--- config.mk ---
export PLATFORM = sky130hd
export DESIGN_NAME = rcastudioii_ioctl_upload
export DESIGN_NICKNAME = d
export VERILOG_FILES = /design/src/rtl/rcastudioii_ioctl_upload.sv
export SDC_FILE = /design/constraint.sdc
export NUM_CORES = 1
export LEC_CHECK = 0
export BUFFER_PORTS_ARGS = -buffer_cell sky130_fd_sc_hd__buf_2
export CAP_MARGIN = 5
export CORE_ASPECT_RATIO = 0.75
export CORE_MARGIN = 10
export CORE_UTILIZATION = 48
export CTS_CLUSTER_SIZE = 24
export DETAILED_ROUTE_END_ITERATION = 10
export PLACE_DENSITY = 0.83
export SLEW_MARGIN = 20
export SYNTH_ARGS = -nofsm -noshare
export SYNTH_HDL_FRONTEND = slang
export SYNTH_SLANG_ARGS = --single-unit
--- constraint.sdc ---
create_clock -name clk -period 2.4 [get_ports clk]
set_input_delay 0 -clock clk [delete_from_list [all_inputs] [get_ports clk]]
set_output_delay 0 -clock clk [all_outputs]
set_load 0.03 [all_outputs]
--- src/rtl/rcastudioii_ioctl_upload.sv ---
// Upload responder for hps_io: answers ioctl_rd byte requests from the shared RAM,
// stalling the HPS with ioctl_wait while the RAM read is arbitrated and in flight.
module rcastudioii_ioctl_upload #(
    parameter int         MEM_AW     = 11,
    parameter int         RAM_LAT    = 1,
    parameter logic [7:0] UPLOAD_IDX = 8'h01,
    parameter logic [7:0] FILL       = 8'hFF
) (
    input  logic              clk,
    input  logic              reset,
    input  logic              ioctl_upload,
    input  logic [7:0]        ioctl_index,
    input  logic              ioctl_rd,
    input  logic [24:0]       ioctl_addr,
    output logic [7:0]        ioctl_din,
    output logic              ioctl_wait,
    output logic [MEM_AW-1:0] mem_addr,
    output logic              mem_rd,
    input  logic              mem_gnt,
    input  logic [7:0]        mem_q,
    output logic [15:0]       bytes_sent,
    output logic              proto_err
);

    typedef enum logic [1:0] {
        IDLE = 2'd0,
        REQ  = 2'd1,
        DATA = 2'd2
    } state_t;

    localparam logic [24:0] WIN = 25'(2 ** MEM_AW);

    state_t            state, state_nx;
    logic [1:0]        cnt, cnt_nx;
    logic [7:0]        din_nx;
    logic              wait_nx;
    logic              rd_nx;
    logic [MEM_AW-1:0] addr_nx;
    logic [15:0]       sent_nx;
    logic              err_nx;
    logic              upload_q;
    logic              hit;
    logic              rise;
    logic              in_win;

    function automatic logic [15:0] sat_inc(input logic [15:0] v);
        return (v == 16'hFFFF) ? v : v + 16'd1;
    endfunction

    assign hit    = ioctl_rd && (ioctl_index == UPLOAD_IDX);
    assign rise   = ioctl_upload && !upload_q;
    assign in_win = ioctl_addr < WIN;

    always_comb begin
        state_nx = state;
        cnt_nx   = cnt;
        din_nx   = ioctl_din;
        wait_nx  = ioctl_wait;
        rd_nx    = mem_rd;
        addr_nx  = mem_addr;
        sent_nx  = bytes_sent;
        err_nx   = proto_err;
        case (state)
            IDLE: begin
                if (ioctl_upload && hit) begin
                    if (in_win) begin
                        addr_nx  = ioctl_addr[MEM_AW-1:0];
                        wait_nx  = 1'b1;
                        rd_nx    = 1'b1;
                        state_nx = REQ;
                    end else begin
                        // Beyond the RAM window: answer immediately, no RAM cycle.
                        din_nx  = FILL;
                        sent_nx = sat_inc(bytes_sent);
                    end
                end
            end
            REQ: begin
                if (hit) err_nx = 1'b1;
                if (!ioctl_upload) begin
                    state_nx = IDLE;
                    wait_nx  = 1'b0;
                    rd_nx    = 1'b0;
                end else if (mem_gnt) begin
                    rd_nx    = 1'b0;
                    cnt_nx   = 2'(RAM_LAT);
                    state_nx = DATA;
                end
            end
            DATA: begin
                if (hit) err_nx = 1'b1;
                if (!ioctl_upload) begin
                    state_nx = IDLE;
                    wait_nx  = 1'b0;
                end else begin
                    cnt_nx = cnt - 2'd1;
                    if (cnt == 2'd1) begin
                        din_nx   = mem_q;
                        wait_nx  = 1'b0;
                        sent_nx  = sat_inc(bytes_sent);
                        state_nx = IDLE;
                    end
                end
            end
            default: begin
                state_nx = IDLE;
                wait_nx  = 1'b0;
                rd_nx    = 1'b0;
            end
        endcase
        // A new transfer restarts the statistics, even over a same-cycle completion.
        if (rise) begin
            sent_nx = 16'd0;
            err_nx  = 1'b0;
        end
    end

    always_ff @(posedge clk) begin
        if (reset) begin
            state      <= IDLE;
            cnt        <= 2'd0;
            ioctl_din  <= 8'd0;
            ioctl_wait <= 1'b0;
            mem_rd     <= 1'b0;
            mem_addr   <= '0;
            bytes_sent <= 16'd0;
            proto_err  <= 1'b0;
            upload_q   <= 1'b0;
        end else begin
            state      <= state_nx;
            cnt        <= cnt_nx;
            ioctl_din  <= din_nx;
            ioctl_wait <= wait_nx;
            mem_rd     <= rd_nx;
            mem_addr   <= addr_nx;
            bytes_sent <= sent_nx;
            proto_err  <= err_nx;
            upload_q   <= ioctl_upload;
        end
    end

endmodule

==> Word level (Yosys, flattened, before mapping) <==
Index checks and enable logic that the tools add are counted.
{ "classes": {"n_addsub": 2, "order_cmp": 1, "n_eq_ne": 15, "n_mux": 31, "n_bitwise": 1, "n_reduce_logical": 16} }
{ "ops": {"columns": ["op", "count"], "rows": [
  ["2-to-1 mux 16 bit", 5],
  ["2-to-1 mux 8 bit", 4],
  ["one-hot mux 16 bit (2 select lines)", 1],
  ["< comparator 25 x 12 -> 1 bit, second input constant", 1],
  ["2-to-1 mux 2 bit", 9],
  ["adder 16 x 1 -> 16 bit, second input constant", 1],
  ["equality test 16 bit, second input constant", 1],
  ["!= test 2 bit, second input constant", 8],
  ["one-hot mux 8 bit (2 select lines)", 1],
  ["AND reduction 4 bit", 4],
  ["equality test 8 x 1 -> 1 bit, second input constant", 1],
  ["2-to-1 mux 1 bit", 7],
  ["!= test 3 bit, second input constant", 2],
  ["one-hot mux 1 bit (3 select lines)", 2],
  ["one-hot mux 2 bit (3 select lines)", 1],
  ["AND reduction 5 bit", 1],
  ["equality test 2 x 1 -> 1 bit, second input constant", 2],
  ["one-hot mux 2 bit (2 select lines)", 1],
  ["nonzero test 2 bit", 2],
  ["OR reduction 2 bit", 2],
  ["logical AND 1 bit", 3],
  ["AND reduction 3 bit", 1],
  ["equality test 2 bit, second input constant", 1],
  ["zero test 2 bit", 1],
  ["4 further kinds", 4]
]} }
{ "word_totals": {"regBits": 43, "input_bits": 46, "elab_cells": 75} }

==> Depth between registers and ports, before layout <==
Gate-level depths: netlist of the first run.
{ "logic_depth": {"depth_word": 5, "ltp_mapped": 9} }

==> Worst setup path before layout of the first run <==
No wires, ideal clock.
{ "synth_path": {"kind": "register -> register", "start": "register bytes_sent[0]", "end": "register bytes_sent[1]", "setup_ps": 116, "arrival_ps": 1967, "required_time_ps": 2284, "slack_ps": 317, "stages_incl_launch_ff": 8, "path_cell_list": "dfxtp_1 -> ha_1 -> and2_1 -> clkbuf_2 -> nand4_1 -> or3_1 -> clkbuf_1 -> a41o_1"} }
{ "synth_between": {"elab_chain_len": 5, "elab_cells_between_ends": 8} }
{ "synth_lines": {"columns": ["item", "line", "source"], "rows": [
  ["start, declared", "21", "output logic [15:0] bytes_sent,"],
  ["start signal, assigned", "136", "bytes_sent <= sent_nx;"],
  ["adder 16 x 1 -> 16 bit / equality test 16 bit (equally long branches)", "47", "return (v == 16'hFFFF) ? v : v + 16'd1;"],
  ["2-to-1 mux 16 bit *", "47", null],
  ["2-to-1 mux 16 bit, on equally long branches", "97, 66", null],
  ["2-to-1 mux 16 bit, on equally long branches", "92, 65", null],
  ["one-hot mux 16 bit (2 select lines) *", "63", "case (state)"]
]} }
Mark *: on every way between the ends. The rest lies on a longest branch, timed or not. The select of a mux whose other input is x is not followed.
A chain may end at the register's enable or synchronous reset.

==> Worst setup path in the final report of the first run <==
{ "layout_path": {"start": "register state[1]", "end": "register bytes_sent[13]"} }
{ "layout_between": {"elab_chain_len": 3, "elab_cells_between_ends": 9} }
{ "layout_lines": {"columns": ["item", "line", "source"], "rows": [
  ["start, declared", "33", "state_t state, state_nx;"],
  ["start signal, assigned", "130", "state <= state_nx;"],
  ["equality test 2 bit / zero test 2 bit (equally long branches)", "63", null],
  ["!= test 2 bit (no line) / nonzero test 2 bit (equally long branches)", null, null],
  ["AND reduction 5 bit (no line)", null, null]
]} }
Several ways; a longest one is shown, not always the timed one.

==> results.json, run 1 <==
{
  "outcome": "complete, no violations",
  "place_ws_ns": 0.151,
  "critPathMaxFanout": 8,
  "layout_commonest_cell": "buf_2",
  "first_pass_iters": 4,
  "initialDrtViolationCount": 159,
  "std_cell_rows": 20,
  "hold_viol": 0,
  "finClkSkew_ns": 0.00685,
  "grt_pass1_vias": 2190,
  "clock_sinks": 43,
  "power_density_nw_per_um2": 434,
  "vias": 2199,
  "syn_area_um2": 2110,
  "wl_mm": 6.16,
  "core_area_um2": 4150,
  "cp-start-kind": "flop",
  "end_kind": "flop",
  "viasPerCell": 5.44,
  "clk_path_buf_depth": 2,
  "worstSetupStartpoint": "state[1]",
  "ys_ff_latch": 43,
  "hp-class": "in -> reg",
  "criticalPathCategory": "reg -> reg",
  "endpoint": "bytes_sent[13]",
  "antenna_found_initial": 0,
  "synth_top_area_frac": 0.408,
  "cts-buffers-inserted": 5,
  "insertion_delay_ns": 0.29,
  "final_cell_mix": "buf_2 (83), dfxtp_1 (43), nor2_1 (41), nand2_1 (19), dlygate4sd3_1 (19)",
  "drv_cap": 0,
  "gp_congestion": 0.807,
  "worst_ep_arrival_time_ns": 2.40,
  "synth-edff-count": 0,
  "netlist_instances": 251,
  "ys_top_cells_by_area": "dfxtp_1 (41%), nor2_1 (7.3%), mux2i_1 (6.6%)",
  "dp.cells": 379,
  "worst_slack_ns": 0.221,
  "drive_above_1_share": 0.301,
  "ys_seq_area_frac": 0.408,
  "p_leak_nw": 1.31,
  "timing.hold.ws_ns": 0.0892,
  "r2r_setup_slack_ns": 0.22,
  "worstReg2RegStart": "state[1]",
  "ir_worst_vdd_mv": 0.269,
  "die_x_um": 96.6,
  "setup_viol": 0,
  "syn_area_per_cell_um2": 8.41,
  "grt_max_degree": 39,
  "fin_util": 0.688,
  "clock.fmax_mhz": 459,
  "areaGrowthSynthToFinish_pct": 35.3,
  "die-area_um2": 7480,
  "io-pin-count": 84,
  "clk_transition_reported_paths_ns": 0.08,
  "yosys_warnings": 0,
  "syn_nets": 302,
  "root_buffer": "clkbuf_8",
  "io_buffer_count": 83,
  "die_y_um": 77.4,
  "tightest_slew_ns": 0.621,
  "drv_slew": 0,
  "hpwlAfterDp_mm": 4.53,
  "grt_util_all_layers": 0.162,
  "async_flop_share": 0,
  "period_needed_ns": 2.18,
  "synth_cell_type_count": 43,
  "htree_levels": 2,
  "layout.cells.non_filler": 404,
  "rsz0062_at_grt": "false",
  "yosys.area.top_type": "dfxtp_1",
  "grt_pass1_wl_mm": 10.1,
  "fin_crit_sh": 0.908,
  "gr-total-overflow": 0,
  "antenna_cells": 0,
  "synth_ff_type": "dfxtp_1",
  "cp.required_ns": 2.62,
  "initial_core_util": 0.508,
  "reg2reg_to": "bytes_sent[13]",
  "cts_tree": "built",
  "timing.setup.tns_ns": 0,
  "nets": 401,
  "reg2reg_depth": 7,
  "slew_headroom": 0.586,
  "wl_per_cell_um": 15.2,
  "final_antenna_net_count": 0,
  "drc": 0
}
-- routing by layer --
metal / routed length [um] / track usage / share of wire
met2: 2960 / 0.264 / 0.48
met4: 43 / 0.0507 / 0.0070
met5: 0 / 0 / 0
met1: 2590 / 0.198 / 0.42
met3: 568 / 0.0471 / 0.092
-- worst min path at each step --
| stage | slack (ns) | from | end | cells past startpoint |
|---|---|---|---|---|
| 5_1_grt | 0.09 | ioctl_upload | upload_q | 2 |
| 2_1_floorplan | 0.15 | mem_q[6] | ioctl_din[6] | 2 |
| 6_report | 0.09 | ioctl_upload | upload_q | 2 |
| 3_5_place_dp | 0.24 | ioctl_addr[6] | mem_addr[6] | 3 |
| 4_1_cts | 0.08 | ioctl_upload | upload_q | 2 |
| 3_3_place_gp | 0.23 | ioctl_addr[10] | mem_addr[10] | 3 |
-- through the flow --
stage	area, um^2	power, mW
finish	2860	1.24
global route	2860	1.27
CTS	2850	1.24
detailed placement	2590	0.811
global placement	2590	0.807
floorplan	2110	0.764
-- worst max-delay path, stage by stage, from the launching register on --
cell and delay [ns]:
dfxtp_1 0.33, inv_1 0.09, ha_2 0.27, inv_1 0.12
o21a_1 0.24, a211o_1 0.37, or4_1 0.52, a21oi_1 0.16
-- state kept, by name, summed over array words and instances, names as in the netlist --
name / cells
proto_err: 1
bytes_sent: 16
mem_rd: 1
upload_q: 1
state: 2
mem_addr: 11
ioctl_din: 8
ioctl_wait: 1
cnt: 2
-- power by group --
group	switching (mW)	internal, mW	total [mW]
Sequential	0.000310	0.714	0.714
Clock	0.227	0.194	0.421
Combinational	0.0474	0.0574	0.105
-- what timing repair did --
item / CTS / global route
hold buffers: 19 / 0
endpoints found under the hold margin: 19 / 0
resized for setup: 0 / 1
setup endpoints to repair: 0 / 1
setup buffers: 0 / 0
-- final cells by class --
cell class / count / area, um^2
flip-flops and latches: 43 / 861
fillers: 345 / 1300
well taps: 55 / 68.8
clock buffers: 6 / 72.6
repair buffers: 107 / 656
inverters: 15 / 56.3
multi-input cells: 178 / 1140
-- synth_stat cells (3+ instances only) --
master and n:
nand4_1 14, dfxtp_1 43, a31oi_1 3, a211oi_1 3, nand2b_1 3, inv_1 15
a41o_1 3, mux2i_1 14, nand2_1 19, a21oi_1 11, ha_1 5, nor4_1 3
nor2_1 41, a311oi_1 8, o21ai_0 7, and3_1 10, nand3_1 5, buf_2 4
o31ai_1 3, clkbuf_1 8
-- kinds of logic after synthesis --
group           share of synthesized area
compound gates                      0.162
flops                               0.408
buf+inv                            0.0581
mux                                0.0717
simple gates                        0.270
fa+ha+maj                          0.0296
No activity file was read; power rests on OpenSTA's default activity.
==> run 2: changes to the inputs <==
--- a/config.mk
+++ b/config.mk
@@ -5,11 +5,12 @@
 export SDC_FILE = /design/constraint.sdc
 export NUM_CORES = 1
 export LEC_CHECK = 0
+export ABC_AREA = 1
 export BUFFER_PORTS_ARGS = -buffer_cell sky130_fd_sc_hd__buf_2
 export CAP_MARGIN = 5
 export CORE_ASPECT_RATIO = 0.75
 export CORE_MARGIN = 10
-export CORE_UTILIZATION = 48
+export CORE_UTILIZATION = 49
 export CTS_CLUSTER_SIZE = 24
 export DETAILED_ROUTE_END_ITERATION = 10
 export PLACE_DENSITY = 0.83
==> run 2 against run 1 <==
Sequential power about the same. Clock skew rose by 0.0012 ns. Sequential share of layout area shrank 2.0 points. Die area rose by 4.3%. Register-to-register slack better by 0.36 ns. Total power is 5.6% higher. Via count is 15% higher.
==> results.json, run 2 <==
{
  "fin_crit_sh": 0.756,
  "die_x_um": 98.7,
  "critPathMaxFanout": 18,
  "hold_viol": 0,
  "worstSetupStartpoint": "state[0]",
  "clock.fmax_mhz": 551,
  "async_flop_share": 0,
  "drv_cap": 0,
  "ys_seq_area_frac": 0.378,
  "io_buffer_count": 83,
  "synth_top_area_frac": 0.378,
  "layout_commonest_cell": "buf_2",
  "std_cell_rows": 21,
  "cts-resized-gates": 0,
  "first_pass_iters": 4,
  "grt_max_degree": 25,
  "synth_commonest_cells": "nand2_1 (80), nor2_1 (63), dfxtp_1 (43)",
  "finClkSkew_ns": 0.00809,
  "largestRegisters": "bytes_sent: 16 flops, mem_addr: 11 flops, ioctl_din: 8 flops",
  "top_register": "bytes_sent",
  "wl_per_cell_um": 14.2,
  "grt_util_all_layers": 0.170,
  "clock_sinks": 43,
  "viasPerCell": 5.11,
  "highest_layer": "met4",
  "gr-total-overflow": 0,
  "areaGrowthSynthToFinish_pct": 34.4,
  "end_kind": "flop",
  "synth-edff-count": 0,
  "tightest_slew_ns": 0.589,
  "drc": 0,
  "initial_core_util": 0.510,
  "worstReg2RegStart": "state[0]",
  "gp_congestion": 0.906,
  "htree_levels": 2,
  "rsz0062_at_grt": "false",
  "drv_slew": 0,
  "final_cell_mix": "buf_2 (83), nand2_1 (80), nor2_1 (63), dfxtp_1 (43), inv_1 (29)",
  "yosys.area.top_type": "dfxtp_1",
  "cts-buffers-inserted": 5,
  "drive_above_1_share": 0.260,
  "cp-start-kind": "flop",
  "wl_met2_mm": 3.25,
  "fillers": 374,
  "antenna_cells": 0,
  "syn_area_per_cell_um2": 6.88,
  "reg2reg_to": "ioctl_din[2]",
  "endpoint": "ioctl_din[2]",
  "die_y_um": 79.0,
  "setup_viol": 0,
  "largest_reg_flops": 16,
  "hp-class": "in -> reg",
  "ys_top_cells_by_area": "dfxtp_1 (38%), nand2_1 (13%), nor2_1 (10%)",
  "power_density_nw_per_um2": 428,
  "grt_pass1_vias": 2439,
  "insertion_delay_ns": 0.30,
  "ir_worst_vdd_mv": 0.366,
  "period_needed_ns": 1.82,
  "nets": 489,
  "stdcell_area_um2": 3060,
  "holdBufCountCts": 23,
  "p_leak_nw": 1.41,
  "die-area_um2": 7800,
  "ys_ff_latch": 43,
  "r2r_setup_slack_ns": 0.58,
  "yosys_warnings": 0,
  "root_buffer": "clkbuf_8",
  "slew_headroom": 0.605,
  "core_area_um2": 4470,
  "synth_ff_type": "dfxtp_1",
  "final_antenna_net_count": 0,
  "outcome": "complete, no violations",
  "io-pin-count": 84,
  "wl_mm": 7.03,
  "wl_met3_um": 698,
  "power_mw": 1.31,
  "dpl-instance-area_um2": 2730,
  "post-cts-setup-buffer-count": 0,
  "criticalPathCategory": "reg -> reg",
  "drt-met1-wl_mm": 2.92,
  "hpwlAfterDp_mm": 4.80,
  "initialDrtViolationCount": 198,
  "clk_path_buf_depth": 2,
  "vias": 2533,
  "cts_tree": "built",
  "worst_ep_arrival_time_ns": 2.01,
  "grt_pass1_wl_mm": 11.3,
  "netlist_instances": 331,
  "clk_transition_reported_paths_ns": 0.08,
  "cp.required_ns": 2.59,
  "syn_area_um2": 2280,
  "timing.setup.tns_ns": 0,
  "reg2reg_depth": 6,
  "synth_cell_type_count": 30,
  "synth_most_common_cell": "nand2_1",
  "syn_nets": 382,
  "antenna_found_initial": 0
}
-- run 2: where the power goes --
group / internal, mW / switching [mW]
combinational: 0.0588 / 0.0389
sequential: 0.714 / 0.000316
clock: 0.235 / 0.263
-- run 2: cell type report --
cell class / count / area, um^2 / share of cell area
clock inverters: 2 / 16.3 / 0.00532
inverters: 32 / 120 / 0.0393
flip-flops and latches: 43 / 861 / 0.282
well taps: 57 / 71.3 / 0.0233
multi-input cells: 246 / 1230 / 0.403
repair buffers: 110 / 676 / 0.221
clock buffers: 6 / 82.6 / 0.0270
-- run 2: worst max-delay path: stages (launching register included) --
cell and delay [ns]:
dfxtp_1 0.36, inv_1 0.08, ha_1 0.31, nand2_2 0.38, nand3_4 0.26, nor3_1 0.24
nor2_1 0.08
-- run 2: routing by layer --
metal / global-route usage / vias up
li1: - / 1271
met1: 0.193 / 1124
met2: 0.275 / 120
met3: 0.0657 / 18
met4: 0.0829 / 0
met5: 0 / -
-- run 2: through the flow --
step                utilization  worst slack [ns]  instances  hold WS [ns]
finish                    0.685             0.585        496        0.0529
global route              0.685             0.491        496        0.0896
CTS                       0.685             0.644        496        0.0551
detailed placement        0.611             0.660        465         0.206
global placement          0.611             0.721        465         0.204
floorplan                     -             0.631        331        0.0691
-- run 2: cell families after synthesis --
| family | after synthesis | share of synthesized area |
|---|---|---|
| simple gates | 193 | 0.387 |
| flops | 43 | 0.378 |
| buf+inv | 42 | 0.0808 |
| compound gates | 38 | 0.0880 |
| xor+xnor | 10 | 0.0385 |
| fa+ha+maj | 5 | 0.0275 |
-- run 2: worst min-delay path by stage --
stage                   start   endpoint  slack, ns  cells after the start
6_report       ioctl_index[1]  proto_err       0.05                      6
5_1_grt        ioctl_index[0]  proto_err       0.09                      5
4_1_cts        ioctl_index[1]  proto_err       0.06                      6
3_5_place_dp            reset     cnt[1]       0.21                      2
3_3_place_gp            reset     cnt[1]       0.20                      2
2_1_floorplan           reset     cnt[1]       0.07                      1
==> run 3: changes to the inputs <==
==> constraint.sdc (replaced) <==
create_clock -name clk -period 1.8 [get_ports clk]
set_input_delay 0 -clock clk [delete_from_list [all_inputs] [get_ports clk]]
set_output_delay 0 -clock clk [all_outputs]
set_load 0.03 [all_outputs]
==> run 3 against run 2 <==
The run now ends with hold timing left. Routed wire length rose by 4.0%. Sequential share of layout area fell by 1.6 points. Register-to-register slack got worse by 0.47 ns. Clock-buffer cell count fell by 1. Sequential power rose by 33%. Hold slack got worse by 0.055 ns. Worst setup slack got worse by 0.47 ns. Non-clock buffer count rose by 16. Sequential cell count did not move. Highest routed layer unchanged.
==> results.json, run 3 (synthesized netlist as in run 2, its figures left out) <==
{
  "finClkSkew_ns": 0.00642,
  "outcome": "complete, but fails checks",
  "insertion_delay_ns": 0.30,
  "drive_above_1_share": 0.292,
  "initialDrtViolationCount": 285,
  "first_pass_iters": 5,
  "critPathMaxFanout": 9,
  "power_mw": 1.99,
  "ir_worst_vdd_mv": 0.415,
  "fin_util": 0.725,
  "std_cell_rows": 21,
  "antenna_found_initial": 0,
  "end_kind": "flop",
  "wl_per_cell_um": 14.3,
  "htree_levels": 2,
  "cts_tree": "built",
  "worst_ep_arrival_time_ns": 1.93,
  "drv_cap": 0,
  "tightest_slew_ns": 0.318,
  "power.internal_mw": 1.58,
  "setup_viol": 0,
  "clockPowerShare": 0.458,
  "areaGrowthSynthToFinish_pct": 42.3,
  "clk_path_buf_depth": 2,
  "die-area_um2": 7800,
  "stdcell_area_um2": 3240,
  "initial_core_util": 0.510,
  "timing.hold.ws_ns": -0.00161,
  "drc": 0,
  "largestRegisters": "bytes_sent: 16 flops, mem_addr: 11 flops, ioctl_din: 8 flops",
  "drv_slew": 0,
  "top_register": "bytes_sent",
  "combPwrFrac": 0.065,
  "dpl-instance-area_um2": 2840,
  "largest_reg_flops": 16,
  "gr-total-overflow": 0,
  "antenna_cells": 0,
  "clock_sinks": 43,
  "seq_area_um2": 861,
  "fillers": 353,
  "vias": 2627,
  "cts-buffers-inserted": 5,
  "gp_congestion": 0.911,
  "multi_input_area_um2": 1260,
  "period_needed_ns": 1.69,
  "layout_commonest_cell": "buf_2",
  "grt_pass1_vias": 2512,
  "place_ws_ns": -0.0821,
  "clock.fmax_mhz": 593,
  "grt_max_degree": 25,
  "hpwlAfterDp_mm": 5.10,
  "cp-start-kind": "flop",
  "p_leak_nw": 1.51,
  "viasPerCell": 5.13,
  "wl_mm": 7.31,
  "slew_headroom": 0.786,
  "grt_util_all_layers": 0.180,
  "p_sw_uw": 411,
  "grt_pass1_wl_mm": 11.9,
  "die_y_um": 79.0,
  "clk_transition_reported_paths_ns": 0.09,
  "sequentialPowerShare": 0.478,
  "hp-class": "in -> reg",
  "io-pin-count": 84,
  "cp.required_ns": 2.04,
  "final_cell_mix": "buf_2 (83), nand2_1 (80), nor2_1 (63), dfxtp_1 (43), inv_1 (29)",
  "die_x_um": 98.7,
  "io_buffer_count": 83,
  "core_area_um2": 4470,
  "swShare": 0.206,
  "fin_crit_sh": 0.938,
  "power_density_nw_per_um2": 616,
  "hold_viol": 1,
  "nets": 505,
  "root_buffer": "clkbuf_8",
  "worst_slack_ns": 0.112,
  "r2r_setup_slack_ns": 0.11,
  "criticalPathCategory": "reg -> reg",
  "violations": "hold timing",
  "final_antenna_net_count": 0
}
run 3: worst max-delay path: stages, from the launching register on:
cell and delay [ns]:
dfxtp_1 0.35, inv_1 0.11, ha_1 0.20, buf_4 0.17, nand3_4 0.18, nor2_4 0.22, buf_4 0.18, o21ai_0 0.09
nor2_1 0.11
run 3: metal layers:
metal,global-route usage,share of wire
met5,0,0
met4,0.0529,0.012
met3,0.0683,0.11
met2,0.292,0.47
met1,0.218,0.41
run 3: cell type report:
type / count / area share
Clock buffer: 5 / 0.0213
Timing Repair Buffer: 126 / 0.245
Multi-Input combinational cell: 246 / 0.388
Clock inverter: 3 / 0.0209
Inverter: 32 / 0.0371
Tap cell: 57 / 0.0220
Sequential cell: 43 / 0.266
run 3: per-stage QoR:
step           std cells  setup TNS, ns
2_1_floorplan        331              0
3_3_place_gp         480              0
3_5_place_dp         480         -0.120
4_1_cts              510              0
5_1_grt              512        -0.0507
6_report             512              0
run 3: repair_timing:
action / 4_1_cts / 5_1_grt
gates resized for setup: 1 / 4
hold endpoints to repair: 22 / 0
gates cloned: 0 / 0
buffers inserted: 0 / 2
setup endpoints to repair: 15 / 28
pin swaps: 0 / 2
hold buffers: 22 / 0
run 3: path summary, 6_finish.rpt:
kind             startpoint           to  cells after the start
max                state[1]  mem_addr[9]                      8
min          ioctl_index[7]    proto_err                      4
max reg2reg        state[1]  mem_addr[9]                      8
min reg2reg      ioctl_wait   ioctl_wait                      2
run 3: power by group through the flow:
| stage | clock [mW] | sequential (mW) | combinational (mW) |
|---|---|---|---|
| final | 0.913 | 0.952 | 0.129 |
| after global routing | 0.955 | 0.952 | 0.142 |
| after CTS | 0.910 | 0.952 | 0.126 |
| after detailed placement | 0 | 0.975 | 0.0889 |
| after global placement | 0 | 0.974 | 0.0866 |
| after floorplan | 0 | 0.975 | 0.0289 |
